$ cat src/rtl/dmem_port_arbiter.sv
// Shares the single-port data memory between the core load/store port and the loader/DMA port.
// Build option: define DMEM_ARB_CORE_PRIO_EN for fixed core priority (no loader lock/burst logic).
module dmem_port_arbiter #(
  parameter int ADDR_W    = 5,
  parameter int DATA_W    = 32,
  parameter int MAX_BURST = 4
) (
  input  logic              clk,
  input  logic              reset,

  input  logic              core_req_valid,
  output logic              core_req_ready,
  input  logic              core_req_we,
  input  logic [ADDR_W-1:0] core_req_addr,
  input  logic [DATA_W-1:0] core_req_wdata,
  output logic              core_rsp_valid,
  output logic [DATA_W-1:0] core_rsp_rdata,

  input  logic              ldr_req_valid,
  output logic              ldr_req_ready,
  input  logic              ldr_req_we,
  input  logic [ADDR_W-1:0] ldr_req_addr,
  input  logic [DATA_W-1:0] ldr_req_wdata,
  input  logic              ldr_req_lock,
  output logic              ldr_rsp_valid,
  output logic [DATA_W-1:0] ldr_rsp_rdata,

  output logic              mem_we,
  output logic              mem_re,
  output logic [ADDR_W-1:0] mem_addr,
  output logic [DATA_W-1:0] mem_wdata,
  input  logic [DATA_W-1:0] mem_rdata,

  output logic              dbg_locked
);

  // Handshake: a request transfers in the cycle where req_valid && req_ready; ready is a
  // combinational grant, never high without its valid, and at most one ready is high per cycle.
  logic grant_core;
  logic grant_ldr;
  logic accept;

  assign core_req_ready = grant_core;
  assign ldr_req_ready  = grant_ldr;
  assign accept         = grant_core | grant_ldr;

`ifdef DMEM_ARB_CORE_PRIO_EN

  localparam int unused_max_burst = MAX_BURST;
  logic unused_lock;
  assign unused_lock = ldr_req_lock;

  always_comb begin
    grant_core = core_req_valid;
    grant_ldr  = ldr_req_valid & ~core_req_valid;
  end

  assign dbg_locked = 1'b0;

`else

  localparam int CNT_W = (MAX_BURST < 1) ? 1 : $clog2(MAX_BURST + 1);

  typedef enum logic {
    ST_ARB  = 1'b0,
    ST_LOCK = 1'b1
  } state_t;

  state_t             state;
  logic [CNT_W-1:0]   burst_cnt;
  logic               last_grant_ldr;
  logic               burst_full;

  assign burst_full = (burst_cnt == CNT_W'(MAX_BURST));

  // Once the burst budget is spent, plain round-robin applies; last_grant is the loader
  // at that point, so a waiting core wins the tie.
  always_comb begin
    grant_core = 1'b0;
    grant_ldr  = 1'b0;
    if (state == ST_LOCK && !burst_full && ldr_req_valid) begin
      grant_ldr = 1'b1;
    end else if (core_req_valid && ldr_req_valid) begin
      grant_core = last_grant_ldr;
      grant_ldr  = ~last_grant_ldr;
    end else begin
      grant_core = core_req_valid;
      grant_ldr  = ldr_req_valid;
    end
  end

  always_ff @(posedge clk or posedge reset) begin
    if (reset) begin
      state          <= ST_ARB;
      burst_cnt      <= '0;
      last_grant_ldr <= 1'b1;
    end else begin
      if (grant_core) begin
        last_grant_ldr <= 1'b0;
      end else if (grant_ldr) begin
        last_grant_ldr <= 1'b1;
      end

      if (grant_ldr && ldr_req_lock) begin
        state <= ST_LOCK;
        if (state == ST_LOCK && !burst_full) begin
          burst_cnt <= burst_cnt + 1'b1;
        end else begin
          burst_cnt <= CNT_W'(1);
        end
      end else if (accept || (state == ST_LOCK && !ldr_req_valid)) begin
        state     <= ST_ARB;
        burst_cnt <= '0;
      end
    end
  end

  assign dbg_locked = (state == ST_LOCK);

`endif

  logic              sel_we;
  logic [ADDR_W-1:0] sel_addr;
  logic [DATA_W-1:0] sel_wdata;

  always_comb begin
    sel_we    = ldr_req_we;
    sel_addr  = ldr_req_addr;
    sel_wdata = ldr_req_wdata;
    if (grant_core) begin
      sel_we    = core_req_we;
      sel_addr  = core_req_addr;
      sel_wdata = core_req_wdata;
    end
  end

  // Stage 1 mirrors the memory command and remembers which requester owns it.
  logic              s1_valid;
  logic              s1_core;
  logic [DATA_W-1:0] rsp_data;

  assign rsp_data = mem_we ? '0 : mem_rdata;

  always_ff @(posedge clk or posedge reset) begin
    if (reset) begin
      mem_we         <= 1'b0;
      mem_re         <= 1'b0;
      mem_addr       <= '0;
      mem_wdata      <= '0;
      s1_valid       <= 1'b0;
      s1_core        <= 1'b0;
      core_rsp_valid <= 1'b0;
      core_rsp_rdata <= '0;
      ldr_rsp_valid  <= 1'b0;
      ldr_rsp_rdata  <= '0;
    end else begin
      mem_we   <= accept & sel_we;
      mem_re   <= accept & ~sel_we;
      s1_valid <= accept;
      s1_core  <= grant_core;
      if (accept) begin
        mem_addr  <= sel_addr;
        mem_wdata <= sel_wdata;
      end

      core_rsp_valid <= s1_valid & s1_core;
      ldr_rsp_valid  <= s1_valid & ~s1_core;
      if (s1_valid) begin
        if (s1_core) begin
          core_rsp_rdata <= rsp_data;
        end else begin
          ldr_rsp_rdata <= rsp_data;
        end
      end
    end
  end

endmodule
$ cat config.mk
export PLATFORM = sky130hd
export DESIGN_NAME = dmem_port_arbiter
export DESIGN_NICKNAME = d
export VERILOG_FILES = /design/src/rtl/dmem_port_arbiter.sv
export SDC_FILE = /design/constraint.sdc
export NUM_CORES = 1
export LEC_CHECK = 0
export BUFFER_PORTS_ARGS = -buffer_cell sky130_fd_sc_hd__buf_4
export CELL_PAD_IN_SITES_DETAIL_PLACEMENT = 2
export CELL_PAD_IN_SITES_GLOBAL_PLACEMENT = 2
export CORE_ASPECT_RATIO = 0.6
export CORE_MARGIN = 1.5
export CORE_UTILIZATION = 28
export CTS_CLUSTER_SIZE = 20
export DETAILED_ROUTE_END_ITERATION = 10
export PLACE_DENSITY_LB_ADDON = 0.1
export REMOVE_ABC_BUFFERS = 1
export SLEW_MARGIN = 20
export SYNTH_ARGS = -nofsm -noshare
export SYNTH_HDL_FRONTEND = slang
export SYNTH_SLANG_ARGS = --single-unit
$ cat constraint.sdc
create_clock -name clk -period 4.2 [get_ports clk]
set_input_delay 0.84 -clock clk [delete_from_list [all_inputs] [get_ports clk]]
set_output_delay 0.84 -clock clk [all_outputs]
set_load 0.05 [all_outputs]
* Word level (Yosys, flattened, before mapping)
Index checks and enable logic that the tools add are counted.
** Storage, ports and cells
- Flip-flop bits (word level) :: 112
- Input bits :: 113
- Output and inout bits :: 108
** Cells by class
- $add $sub $neg :: 1
- Eq/ne operators :: 1
- Mux-type cells :: 15
- Bitwise operators :: 8
- Reduce and logical (&&, ||, !) cells :: 12
** Operator list (number)
- 2-to-1 mux 32 bit :: 2
- 2-to-1 mux 1 bit :: 9
- 2-to-1 mux 3 bit :: 3
- logical AND 1 bit :: 5
- 2-to-1 mux 5 bit :: 1
- AND 1 bit :: 4
- AND reduction 2 bit :: 2
- nonzero test 2 bit :: 2
- adder 3 x 1 -> 3 bit (second input constant) :: 1
- equality test 3 bit (second input constant) :: 1
- NOT 1 bit :: 3
- zero test 1 bit :: 2
- logical OR 1 bit :: 1
- OR 1 bit :: 1

* Longest topological paths before layout
- Word-level depth :: 9
- Depth in mapped cells :: 7

* Least setup slack after synthesis
OpenSTA, ideal clock, no wires.
- Path kind :: input-to-output
- Start point :: in core_req_valid
- End point :: out core_req_ready
- Data arrival time :: 1.689 ns
- Slack :: 1.671 ns
- Stages :: 5
- Cell sequence :: buf_2 > o221ai_2 > buf_4 > buf_6 > inv_1
** On the way
- Longest elaborated chain between the ends :: 3
** RTL lines
- from (decl) :: RTL line 11 : input logic core_req_valid,
- logical AND 1 bit :: RTL line 83 : end else if (core_req_valid && ldr_req_valid) begin
- 2-to-1 mux 1 bit * :: RTL line 83
- 2-to-1 mux 1 bit * :: RTL line 81 : if (state == ST_LOCK && !burst_full && ldr_req_valid) begin
- to (decl) :: RTL line 12 : output logic core_req_ready,
Every way passes the cells marked *; elsewhere a longest branch is shown, timed or not.

* Final worst setup path
- Start point :: in ldr_req_valid
- End point :: out core_req_ready
** On the way
- Longest elaborated chain between the ends :: 3
- Elaborated cells between the ends (all ways) :: 4
- Those cells by class :: mux: 2; reduce/logical: 2
** RTL lines
- from (decl) :: RTL line 19 : input logic ldr_req_valid,
- logical AND 1 bit :: RTL line 83
- 2-to-1 mux 1 bit :: RTL line 83
- 2-to-1 mux 1 bit * :: RTL line 81
Marks and branches as above.

==> impl_metrics.csv <==
group,metric,value,unit
run_status,status,"finished clean",
clock_network,clock_latency,0.35,ns
logic_synthesis,synth-compound-area-share,0.237,
grt,grt_pass1_wl,27.6,mm
setup_path,crit_slowest_cell,"inv_2",
grt,antenna_found_initial,0,
job,cap_violations,0,
logic_synthesis,yosysTopAreaCell,"dfrtp_1",
setup_path,cp-end-kind,"output port",
min_path,holdCritPathClass,"reg2reg",
logic_synthesis,synth_top_family_by_area,"compound AO/OA/AOI/OAI gates",
sta,fin_skew,0.0101,ns
setup_path,crit_top_cell,"buf_4",
placed_design,portBuffers,220,
logic_synthesis,synth_seq_area_share,0.563,
routing,routedWlPerCell,19.6,µm
routing,post-route-drc-count,0,
clock_network,htree_num_levels,3,
placed_design,dp_hpwl,12.6,mm
routing,antenna_left,0,
logic_synthesis,syn_area,0.00498,mm²
floorplan,initial_core_util,0.288,
logic_synthesis,avgSynthCellArea,10.9,µm²
setup_path,path_cells,"buf_4, inv_2, o221ai_4, inv_1, buf_4",
logic_synthesis,synth_cell_types,33,
setup_path,cp_num_buf_inv,4,
logic_synthesis,synth_common_cells,"dfrtp_1 (111), nand2_1 (67), o21ai_0 (67)",
sta,tightest_slew,0.797,ns
power_and_ir_drop,vdd_drop_max,156,µV
logic_synthesis,yosysWarnings,0,
grt,grt_max_degree,67,
sta,final_max_slew_viol_count,0,
floorplan,fp.dieH,106,µm
grt,grt-ovfl-total,0,
setup_path,crit_path_max_fanout,38,
logic_synthesis,synth_mux_area_frac,0,
setup_path,cpPeakStageDelay,0.59,ns
setup_path,cp.required,3.36,ns
logic_synthesis,synth_flop_cell,"dfrtp_1",
sta,fin_crit,3.00,ns
sta,finalSetupViolCount,0,
sta,fmax,0.334,GHz
routing,via_per_inst,4.92,
logic_synthesis,yosysMostFrequentCell,"dfrtp_1",
logic_synthesis,synthXorXnorAreaFrac,0,
layout,finish.instance_area,0.00710,mm²
routing,route.vias.total,4391,
logic_synthesis,synthAdderAreaFrac,0.00503,
sta,finalHoldViolations,0,
clock_network,post-cts-setup-buffer-count,0,
setup_path,crit_type,"in2out",
layout,fillers,1826,
routing,drt_wl_total,17.5,mm
layout,nets,770,
floorplan,dieArea,0.0186,mm²
clock_network,cts_root_buffer,"clkbuf_16",
clock_network,clk_path_buf_depth,2,
floorplan,fp-row-count,37,
logic_synthesis,async_flop_share,1.00,
clock_network,cts_tree,"built",
sta,tns,0,ns
layout,layout-drive-gt1-share,0.426,
routing,dr.pass1.iters,4,
clock_network,post_cts_resized,0,
sta,period_share,0.714,
logic_synthesis,synth_simple_gate_area_frac,0.147,
clock_network,cts_buffers,9,
floorplan,io_pins,221,
clock_network,cts_sinks,112,
logic_synthesis,synth-edff-count,0,
sta,max-slew-margin-rel,0.469,
placed_design,dpl_cell_area,0.00679,mm²
power_and_ir_drop,p_per_area,494,mW/mm²
clock_network,hold_buffers,0,
power_and_ir_drop,p_leak,3.41,nW
setup_path,cp-start-kind,"input port",
floorplan,design.core.area,0.0173,mm²
layout,area_growth,42.6,%
clock_network,cts.reportedPaths.clkPinSlew,0.08,ns
sta,rsz0062_at_grt,"no",
logic_synthesis,synth.top_cell.area_share,0.558,
logic_synthesis,synth_seq_cells,112,
placed_design,gp_congestion,0.726,
logic_synthesis,synthCells,457,
setup_path,worst_ep_arrival_time,2.16,ns
grt,groute.usage.overall,0.190,
grt,first_global_vias,4845,
setup_path,cp_top_family,"buffers and inverters",
logic_synthesis,netlist_top_cells_area,"dfrtp_1 (56%), o21ai_0 (6.7%), o221a_2 (6.6%), a211o_1 (6.5%), nand2_1 (5.1%)",
floorplan,die_x,175,µm
routing,first_iter_violations,213,
layout,antennaDiodeCount,0,
[cell families after synthesis]
group | Yosys count
buf+inv | 47
simple gates | 144
flops | 112
fa+ha+maj | 2
compound gates | 152
[cells in the final DEF (no fill, tap or decap), types with 2 or more instances in the layout]
cell,n
inv_6,3
ha_1,2
inv_1,7
and2_1,38
nand2b_1,32
o221a_1,8
o21ai_0,67
o221a_2,29
nand2_1,66
a31oi_1,2
clkbuf_16,9
a211o_1,37
buf_4,223
dfrtp_1,110
[area by class of cell]
type                       count  area, µm²  area share
timing repair buffer         225       1720       0.242
sequential                   112       2810       0.395
inverter                       9       36.3     0.00511
clock inverter                 5       40.0     0.00564
tap                          234        293      0.0412
clock buffer                  10        239      0.0337
multi-input combinational    298       1970       0.277
[power by group]
group	leakage [nW]	internal (mW)	switching, mW	total, mW
registers	1.38	1.24	0.113	1.36
clock network	0.140	0.423	0.417	0.840
logic	1.89	0.418	0.895	1.31
[worst min-delay path: stages, from the launching register on]
cell and delay [ns]:
dfrtp_1 0.35, nand2_1 0.05, o21ai_0 0.06
[state kept, by name, summed over array words and instances (netlist names), 3 cells and up]
name and cells:
core_rsp_rdata 32, mem_wdata 32, mem_addr 5, burst_cnt 3, ldr_rsp_rdata 32
[per-stage QoR]
| step | hold WS (ns) | utilization | cells | power, mW | setup slack (ns) |
|---|---|---|---|---|---|
| floorplan | 0.504 | - | 419 | 2.18 | 0.403 |
| global placement | 0.463 | 0.393 | 877 | 2.65 | 1.23 |
| detailed placement | 0.474 | 0.393 | 877 | 2.70 | 1.19 |
| CTS | 0.496 | 0.409 | 892 | 3.56 | 1.18 |
| global route | 0.518 | 0.411 | 893 | 3.67 | 1.10 |
| finish | 0.487 | 0.411 | 893 | 3.51 | 1.20 |
[path summary, 6_finish.rpt]
| kind | from | endpoint | slack, ns | cells past startpoint |
|---|---|---|---|---|
| max reg2reg | burst_cnt[0]$_DFFE_PP0P_ | mem_wdata[8]$_DFFE_PP0P_ | 2.29 | 6 |
| max | ldr_req_valid | core_req_ready | 1.20 | 5 |
| min | core_rsp_rdata[9]$_DFFE_PP0P_ | core_rsp_rdata[9]$_DFFE_PP0P_ | 0.49 | 2 |
| min reg2reg | core_rsp_rdata[9]$_DFFE_PP0P_ | core_rsp_rdata[9]$_DFFE_PP0P_ | 0.49 | 2 |
| min in group asynchronous | reset | mem_wdata[21]$_DFFE_PP0P_ | 0.57 | 2 |
| max in group asynchronous | reset | ldr_rsp_rdata[25]$_DFFE_PP0P_ | 2.79 | 3 |
[per-layer routing]
| metal | global-route usage | up-vias | share of wire |
|---|---|---|---|
| met5 | 0 | - | 0 |
| met4 | 0.0488 | 0 | 0.014 |
| met3 | 0.0404 | 20 | 0.047 |
| met2 | 0.319 | 121 | 0.48 |
| met1 | 0.251 | 2241 | 0.45 |
| li1 | - | 2009 | - |
Note: power is estimated with default switching activity, not from simulation.
